File: config.mk
export PLATFORM = sky130hd
export DESIGN_NAME = fir_mac_sequencer
export DESIGN_NICKNAME = d
export VERILOG_FILES = /design/src/rtl/fir_pkg.sv /design/src/rtl/fir_delay_line.sv /design/src/rtl/fir_mac_sequencer.sv
export SDC_FILE = /design/constraint.sdc
export NUM_CORES = 2
export LEC_CHECK = 0
export ABC_AREA = 1
export BUFFER_PORTS_ARGS = -buffer_cell sky130_fd_sc_hd__buf_2
export CAP_MARGIN = 20
export CORE_UTILIZATION = 50
export DETAILED_ROUTE_END_ITERATION = 12
export PLACE_DENSITY = 0.68
export REMOVE_ABC_BUFFERS = 1
export SLEW_MARGIN = 20
export SYNTH_ARGS = -nofsm -noshare
export SYNTH_HDL_FRONTEND = slang
export SYNTH_SLANG_ARGS = --single-unit
export TNS_END_PERCENT = 10
File: constraint.sdc
create_clock -name clk -period 8.1 [get_ports clk]
set_input_delay 0.81 -clock clk [delete_from_list [all_inputs] [get_ports clk]]
set_output_delay 0.81 -clock clk [all_outputs]
set_load 0.03 [all_outputs]
File: src/rtl/fir_pkg.sv
// Shared types and default widths for the time-multiplexed FIR MAC sequencer.
package fir_pkg;

  typedef enum logic [1:0] {
    IDLE = 2'd0,
    MAC  = 2'd1,
    OUT  = 2'd2
  } fir_state_e;

  localparam int DEF_WD_IN   = 24;
  localparam int DEF_WD_OUT  = 24;
  localparam int DEF_WD_COEF = 16;

  // Worst-case sum of NTAPS full-precision products fits without overflow.
  function automatic int acc_width(input int wd_in, input int wd_coef, input int ntaps);
    return wd_in + wd_coef + $clog2(ntaps);
  endfunction

endpackage

File: src/rtl/fir_delay_line.sv
// Circular sample buffer: write at wr_ptr, combinational read of the sample k steps older.
module fir_delay_line #(
  parameter int NTAPS = 16,
  parameter int WD_IN = 24
) (
  input  logic                     clk,
  input  logic                     rst_n,
  input  logic                     i_we,
  input  logic [$clog2(NTAPS)-1:0] i_wr_ptr,
  input  logic [WD_IN-1:0]         i_wdata,
  input  logic [$clog2(NTAPS)-1:0] i_k,
  output logic [WD_IN-1:0]         o_rdata
);
  localparam int AW = $clog2(NTAPS);
  localparam logic [AW-1:0] NT_MOD = AW'(NTAPS);

  logic [WD_IN-1:0] r_mem [NTAPS];
  logic [AW-1:0]    w_idx;

  // Sample storage with synchronous clear
  always_ff @(posedge clk) begin
    if (!rst_n) begin
      for (int i = 0; i < NTAPS; i++) r_mem[i] <= '0;
    end else if (i_we) begin
      r_mem[i_wr_ptr] <= i_wdata;
    end
  end

  // (wr_ptr - k) mod NTAPS; adding NTAPS on underflow also covers non-power-of-two depths
  always_comb begin
    w_idx = i_wr_ptr - i_k;
    if (i_wr_ptr < i_k) begin
      w_idx = i_wr_ptr - i_k + NT_MOD;
    end else begin
      w_idx = i_wr_ptr - i_k;
    end
  end

  assign o_rdata = r_mem[w_idx];

endmodule

File: src/rtl/fir_mac_sequencer.sv
// Time-multiplexed FIR: one shared MAC walks NTAPS taps per accepted sample.
// Define FIR_SAT_EN to clamp the output to WD_OUT bits and expose sat_flag.
module fir_mac_sequencer
  import fir_pkg::*;
#(
  parameter int WD_IN   = DEF_WD_IN,
  parameter int WD_OUT  = DEF_WD_OUT,
  parameter int WD_COEF = DEF_WD_COEF,
  parameter int NTAPS   = 16,
  parameter int FRAC    = 15
) (
  input  logic                     clk,
  input  logic                     rst_n,
  input  logic                     in_valid,
  output logic                     in_ready,
  input  logic [WD_IN-1:0]         data_in,
  output logic                     out_valid,
  input  logic                     out_ready,
  output logic [WD_OUT-1:0]        data_out,
  input  logic                     coef_we,
  input  logic [$clog2(NTAPS)-1:0] coef_addr,
  input  logic [WD_COEF-1:0]       coef_wdata,
  output logic                     busy
`ifdef FIR_SAT_EN
  ,
  output logic                     sat_flag
`endif
);
  localparam int AW    = $clog2(NTAPS);
  localparam int ACC_W = acc_width(WD_IN, WD_COEF, NTAPS);
  localparam int PW    = WD_IN + WD_COEF;
  localparam logic [AW-1:0] K_LAST  = AW'(NTAPS - 1);
  localparam logic [AW:0]   NTAPS_W = (AW + 1)'(NTAPS);

  fir_state_e               r_state;
  logic signed [ACC_W-1:0]  r_acc;
  logic [AW-1:0]            r_k;
  logic [AW-1:0]            r_wr_ptr;
  logic [WD_OUT-1:0]        r_data_out;
  logic                     r_out_valid;
  logic                     r_busy;
  logic [WD_COEF-1:0]       r_coef [NTAPS];

  logic                     w_accept;
  logic                     w_coef_wr;
  logic [WD_IN-1:0]         w_x;
  logic [WD_COEF-1:0]       w_c;
  logic signed [PW-1:0]     w_x_ext;
  logic signed [PW-1:0]     w_c_ext;
  logic signed [PW-1:0]     w_prod;
  logic signed [ACC_W-1:0]  w_acc_next;
  logic [WD_OUT-1:0]        w_out;
  logic                     w_sat;

  assign w_accept  = in_valid && (r_state == IDLE);
  assign w_coef_wr = coef_we && (r_state == IDLE) && ({1'b0, coef_addr} < NTAPS_W);

  fir_delay_line #(
    .NTAPS (NTAPS),
    .WD_IN (WD_IN)
  ) u_delay_line (
    .clk      (clk),
    .rst_n    (rst_n),
    .i_we     (w_accept),
    .i_wr_ptr (r_wr_ptr),
    .i_wdata  (data_in),
    .i_k      (r_k),
    .o_rdata  (w_x)
  );

  // Operands sign-extended to full product width so the multiply is exact
  assign w_c        = r_coef[r_k];
  assign w_x_ext    = {{WD_COEF{w_x[WD_IN-1]}}, w_x};
  assign w_c_ext    = {{WD_IN{w_c[WD_COEF-1]}}, w_c};
  assign w_prod     = w_x_ext * w_c_ext;
  assign w_acc_next = r_acc + {{(ACC_W - PW){w_prod[PW-1]}}, w_prod};

`ifdef FIR_SAT_EN
  localparam logic signed [ACC_W-1:0] SAT_MAX = {{(ACC_W - WD_OUT + 1){1'b0}}, {(WD_OUT - 1){1'b1}}};
  localparam logic signed [ACC_W-1:0] SAT_MIN = {{(ACC_W - WD_OUT + 1){1'b1}}, {(WD_OUT - 1){1'b0}}};
  logic signed [ACC_W-1:0] w_shift;
  logic                    r_sat_flag;

  assign w_shift = w_acc_next >>> FRAC;

  // Clamp the scaled accumulator into the signed output range
  always_comb begin
    w_out = w_shift[WD_OUT-1:0];
    w_sat = 1'b0;
    if (w_shift > SAT_MAX) begin
      w_out = WD_OUT'(SAT_MAX);
      w_sat = 1'b1;
    end else if (w_shift < SAT_MIN) begin
      w_out = WD_OUT'(SAT_MIN);
      w_sat = 1'b1;
    end else begin
      w_out = w_shift[WD_OUT-1:0];
      w_sat = 1'b0;
    end
  end

  assign sat_flag = r_sat_flag;
`else
  assign w_out = WD_OUT'(w_acc_next >>> FRAC);
  assign w_sat = 1'b0;
`endif

  // Sequencer FSM, MAC accumulator and coefficient file
  always_ff @(posedge clk) begin
    if (!rst_n) begin
      r_state     <= IDLE;
      r_acc       <= '0;
      r_k         <= '0;
      r_wr_ptr    <= '0;
      r_data_out  <= '0;
      r_out_valid <= 1'b0;
      r_busy      <= 1'b0;
`ifdef FIR_SAT_EN
      r_sat_flag  <= 1'b0;
`endif
      for (int i = 0; i < NTAPS; i++) r_coef[i] <= '0;
    end else begin
      case (r_state)
        IDLE: begin
          // The write lands before the sample's first MAC cycle reads it
          if (w_coef_wr) begin
            r_coef[coef_addr] <= coef_wdata;
          end
          if (w_accept) begin
            r_acc   <= '0;
            r_k     <= '0;
            r_busy  <= 1'b1;
            r_state <= MAC;
          end
        end
        MAC: begin
          r_acc <= w_acc_next;
          if (r_k == K_LAST) begin
            r_k         <= '0;
            r_data_out  <= w_out;
            r_out_valid <= 1'b1;
`ifdef FIR_SAT_EN
            r_sat_flag  <= w_sat;
`endif
            r_state     <= OUT;
          end else begin
            r_k <= r_k + AW'(1);
          end
        end
        OUT: begin
          if (out_ready) begin
            r_out_valid <= 1'b0;
            r_busy      <= 1'b0;
`ifdef FIR_SAT_EN
            r_sat_flag  <= 1'b0;
`endif
            r_wr_ptr    <= (r_wr_ptr == K_LAST) ? '0 : r_wr_ptr + AW'(1);
            r_state     <= IDLE;
          end
        end
        default: begin
          r_state <= IDLE;
        end
      endcase
    end
  end

  assign in_ready  = (r_state == IDLE);
  assign out_valid = r_out_valid;
  assign data_out  = r_data_out;
  assign busy      = r_busy;

endmodule

==> results.json <==
{
  "status": "complete, but fails checks",
  "violations": "setup timing",
  "ff_latch_area_um2": 20800,
  "rsz0062_at_grt": "yes",
  "ys_ff_latch": 719,
  "vias": 40500,
  "viasPerCell": 5.57,
  "die_x_um": 313,
  "cp_slowest_cell": "fa_2",
  "port_buffers": 75,
  "synth_top_area_frac": 0.399,
  "critPathArrivalTime_ns": 9.64,
  "overflow": 0,
  "grt_pass1_wl_mm": 231,
  "timing.setup.tns_ns": -37.28,
  "syn_area_per_cell_um2": 9.07,
  "fin_area_um2": 59900,
  "start_util": 0.506,
  "grt.total_usage": 0.307,
  "synth-simple-area-share": 0.195,
  "tightest_slew_ns": 0.987,
  "worstSetupPathType": "reg2reg",
  "die-area_um2": 97700,
  "synthCells": 5317,
  "crit_fanout": 9,
  "cp_num_cells": 46,
  "synthXorXnorAreaFrac": 0.00836,
  "clk_pin_slew_worst_paths_ns": 0.07,
  "postRouteWirelength_mm": 151,
  "synthAdderAreaFrac": 0.191,
  "period_needed_ns": 9.09,
  "fin_hold_ws_ns": 0.455,
  "ant_nets": 0,
  "r2r_cells": 46,
  "cts_buffers": 78,
  "cts_sinks": 719,
  "timing.final.ws_setup_ns": -0.988,
  "syn_area_um2": 48200,
  "grt_pass1_vias": 40900,
  "start_kind": "register",
  "fin_skew_ns": 0.0263,
  "dpl_cell_area_um2": 54300,
  "synth-compound-area-share": 0.0884,
  "ys.flop_type": "edfxtp_1",
  "ys_seq_area_frac": 0.431,
  "async_reset_ff_frac": 0,
  "final_max_slew_viol_count": 0,
  "num_rows": 113,
  "relSlewSlack": 0.340,
  "hold_depth": 3,
  "worst_path_largest_cell_delay_ns": 0.62,
  "first_pass_iters": 7,
  "grt_max_degree": 59,
  "clockBufferDepth": 3,
  "multi_input_area_um2": 25400,
  "first_iter_violations": 4349,
  "ios": 76,
  "syn_to_final_growth_pct": 24.3,
  "dp_hpwl_mm": 105,
  "hold_viol_final": 0,
  "cts_tree": "yes",
  "core_area_um2": 95300,
  "fillers": 7862,
  "synth_top_area_cell": "edfxtp_1",
  "synth_edf_count": 640,
  "layout-drive-gt1-share": 0.242,
  "worst_hold_path_type": "in2reg",
  "fmax_ghz": 0.110,
  "crit_path_end_kind": "register",
  "antenna_found_initial": 2,
  "synthTopCellsByArea": "edfxtp_1 (40%), fa_1 (15%), nand2_1 (9.4%)",
  "finalCritPeriodShare": 1.12,
  "path_buf_inv": 15,
  "insertion_delay_ns": 0.67,
  "cts-root-buf": "clkbuf_16",
  "setup-violations-final": 51,
  "cpLargestDelayFamily": "adder cells",
  "drv_cap": 0,
  "crit_required_ns": 8.65,
  "drc": 0,
  "pre_cts_ws_ns": -1.60,
  "place_congestion": 0.966,
  "synth_warnings": 0,
  "final_net_count": 6505,
  "synth.area.mux_share": 0,
  "hold_buffers": 0,
  "htree_levels": 3,
  "synth_top_family_by_area": "simple AND/OR/NAND/NOR gates",
  "synth_cell_types": 57,
  "wl_per_cell_um": 20.7,
  "die_h_um": 313
}
-- repair_timing --
action                     in CTS  in global routing
pin swaps                      88                178
resized for setup             202                396
setup endpoints to repair      52                 54
buffers inserted               36                 46
gates cloned                    6                  1
-- cell type report --
| class | count | share of cell area |
|---|---|---|
| clock buffers | 93 | 0.0357 |
| well taps | 1265 | 0.0264 |
| repair inverters | 2 | 0.000626 |
| diodes | 1 | 0.0000418 |
| inverters | 720 | 0.0459 |
| clock inverters | 47 | 0.00637 |
| multi-input cells | 3608 | 0.424 |
| flip-flops and latches | 719 | 0.347 |
| repair buffers | 813 | 0.114 |
-- per-layer routing --
metal	share of wire	GRT usage	vias up	wire [µm]
met5	0.000060	0	-	9
met4	0.041	0.118	2	6100
met3	0.082	0.0422	347	12300
met2	0.48	0.509	1879	72000
met1	0.40	0.409	19900	60100
li1	-	-	18400	-
-- kinds of logic (layout without fill, tap and decap cells) --
group / count (synthesis) / count (layout)
flip-flops: 719 / 719
AO/OA/AOI/OAI: 647 / 647
AND/OR/NAND/NOR: 2401 / 2401
other: 0 / 1
buffers and inverters: 990 / 1675
adder cells (fa/ha/maj): 514 / 514
XOR/XNOR: 46 / 46
-- stage by stage --
step / cells / utilization
final: 7268 / 0.629
after global routing: 7268 / 0.629
after CTS: 7220 / 0.608
after detailed placement: 7038 / 0.569
after global placement: 7038 / 0.569
after floorplan: 5047 / -
-- flip-flops by register name, summed over array words and instances, names as in the netlist, named ones only --
name / cells
u_delay_line.r_mem: 384
r_coef: 256
r_acc: 39
data_out: 24
r_k: 4
r_wr_ptr: 4
r_state: 2
busy: 1
out_valid: 1
-- Yosys cell counts, drive strengths merged (7+ instances only) --
cell	count
or3	8
a31oi	16
nor2	989
a21oi	303
nand2	1215
ha	144
o211ai	14
buf	152
a21o	20
clkbuf	118
or2	10
a32o	88
edfxtp	640
nor3	16
a311o	9
dfxtp	79
xnor2	18
o21bai	9
nor4	7
inv	719
fa	370
nand3	137
o21ai	119
nand4	14
xor2	28
a221oi	41
-- placed cells by master, fill, tap and decap left out, types with 20 or more instances in the layout --
cell type	n
dfxtp_1	75
nor2_1	918
fa_2	33
buf_12	54
inv_1	634
a21oi_1	250
buf_6	33
clkbuf_16	83
a21o_1	20
ha_4	43
inv_2	70
nor2_4	29
o21ai_4	23
a21oi_2	47
nand3_1	123
a32o_1	82
nand2_2	82
ha_1	100
a221oi_1	39
nand2_1	1117
o21ai_0	58
buf_4	643
nor2_2	42
edfxtp_1	640
buf_2	75
fa_1	337
-- worst reg2reg max path, delay by kind of cell, from the launching register on --
kind | cells | cell delay [ns]
adders and majority gates | 10 | 4.54
and+or+nand+nor | 14 | 1.61
buffers and inverters | 15 | 1.30
AOI/OAI and AO/OA | 6 | 1.01
DFF | 1 | 0.33
xor gates and xnor gates | 1 | 0.16
-- worst paths after layout --
kind | from | end | slack [ns]
setup / recovery | r_wr_ptr[0]$_SDFFE_PN0P_ | data_out[19]$_SDFFE_PN0P_ | -0.99
hold / removal | out_ready | r_state[1]$_SDFFE_PN0P_ | 0.46
setup reg to reg | r_wr_ptr[0]$_SDFFE_PN0P_ | data_out[19]$_SDFFE_PN0P_ | -0.99
hold reg to reg | r_acc[2]$_SDFFE_PN0P_ | r_acc[2]$_SDFFE_PN0P_ | 0.47
Power is left out: the tool's default activity adds up to more than one toggle a clock period on the data nets, which glitch-free logic cannot reach.
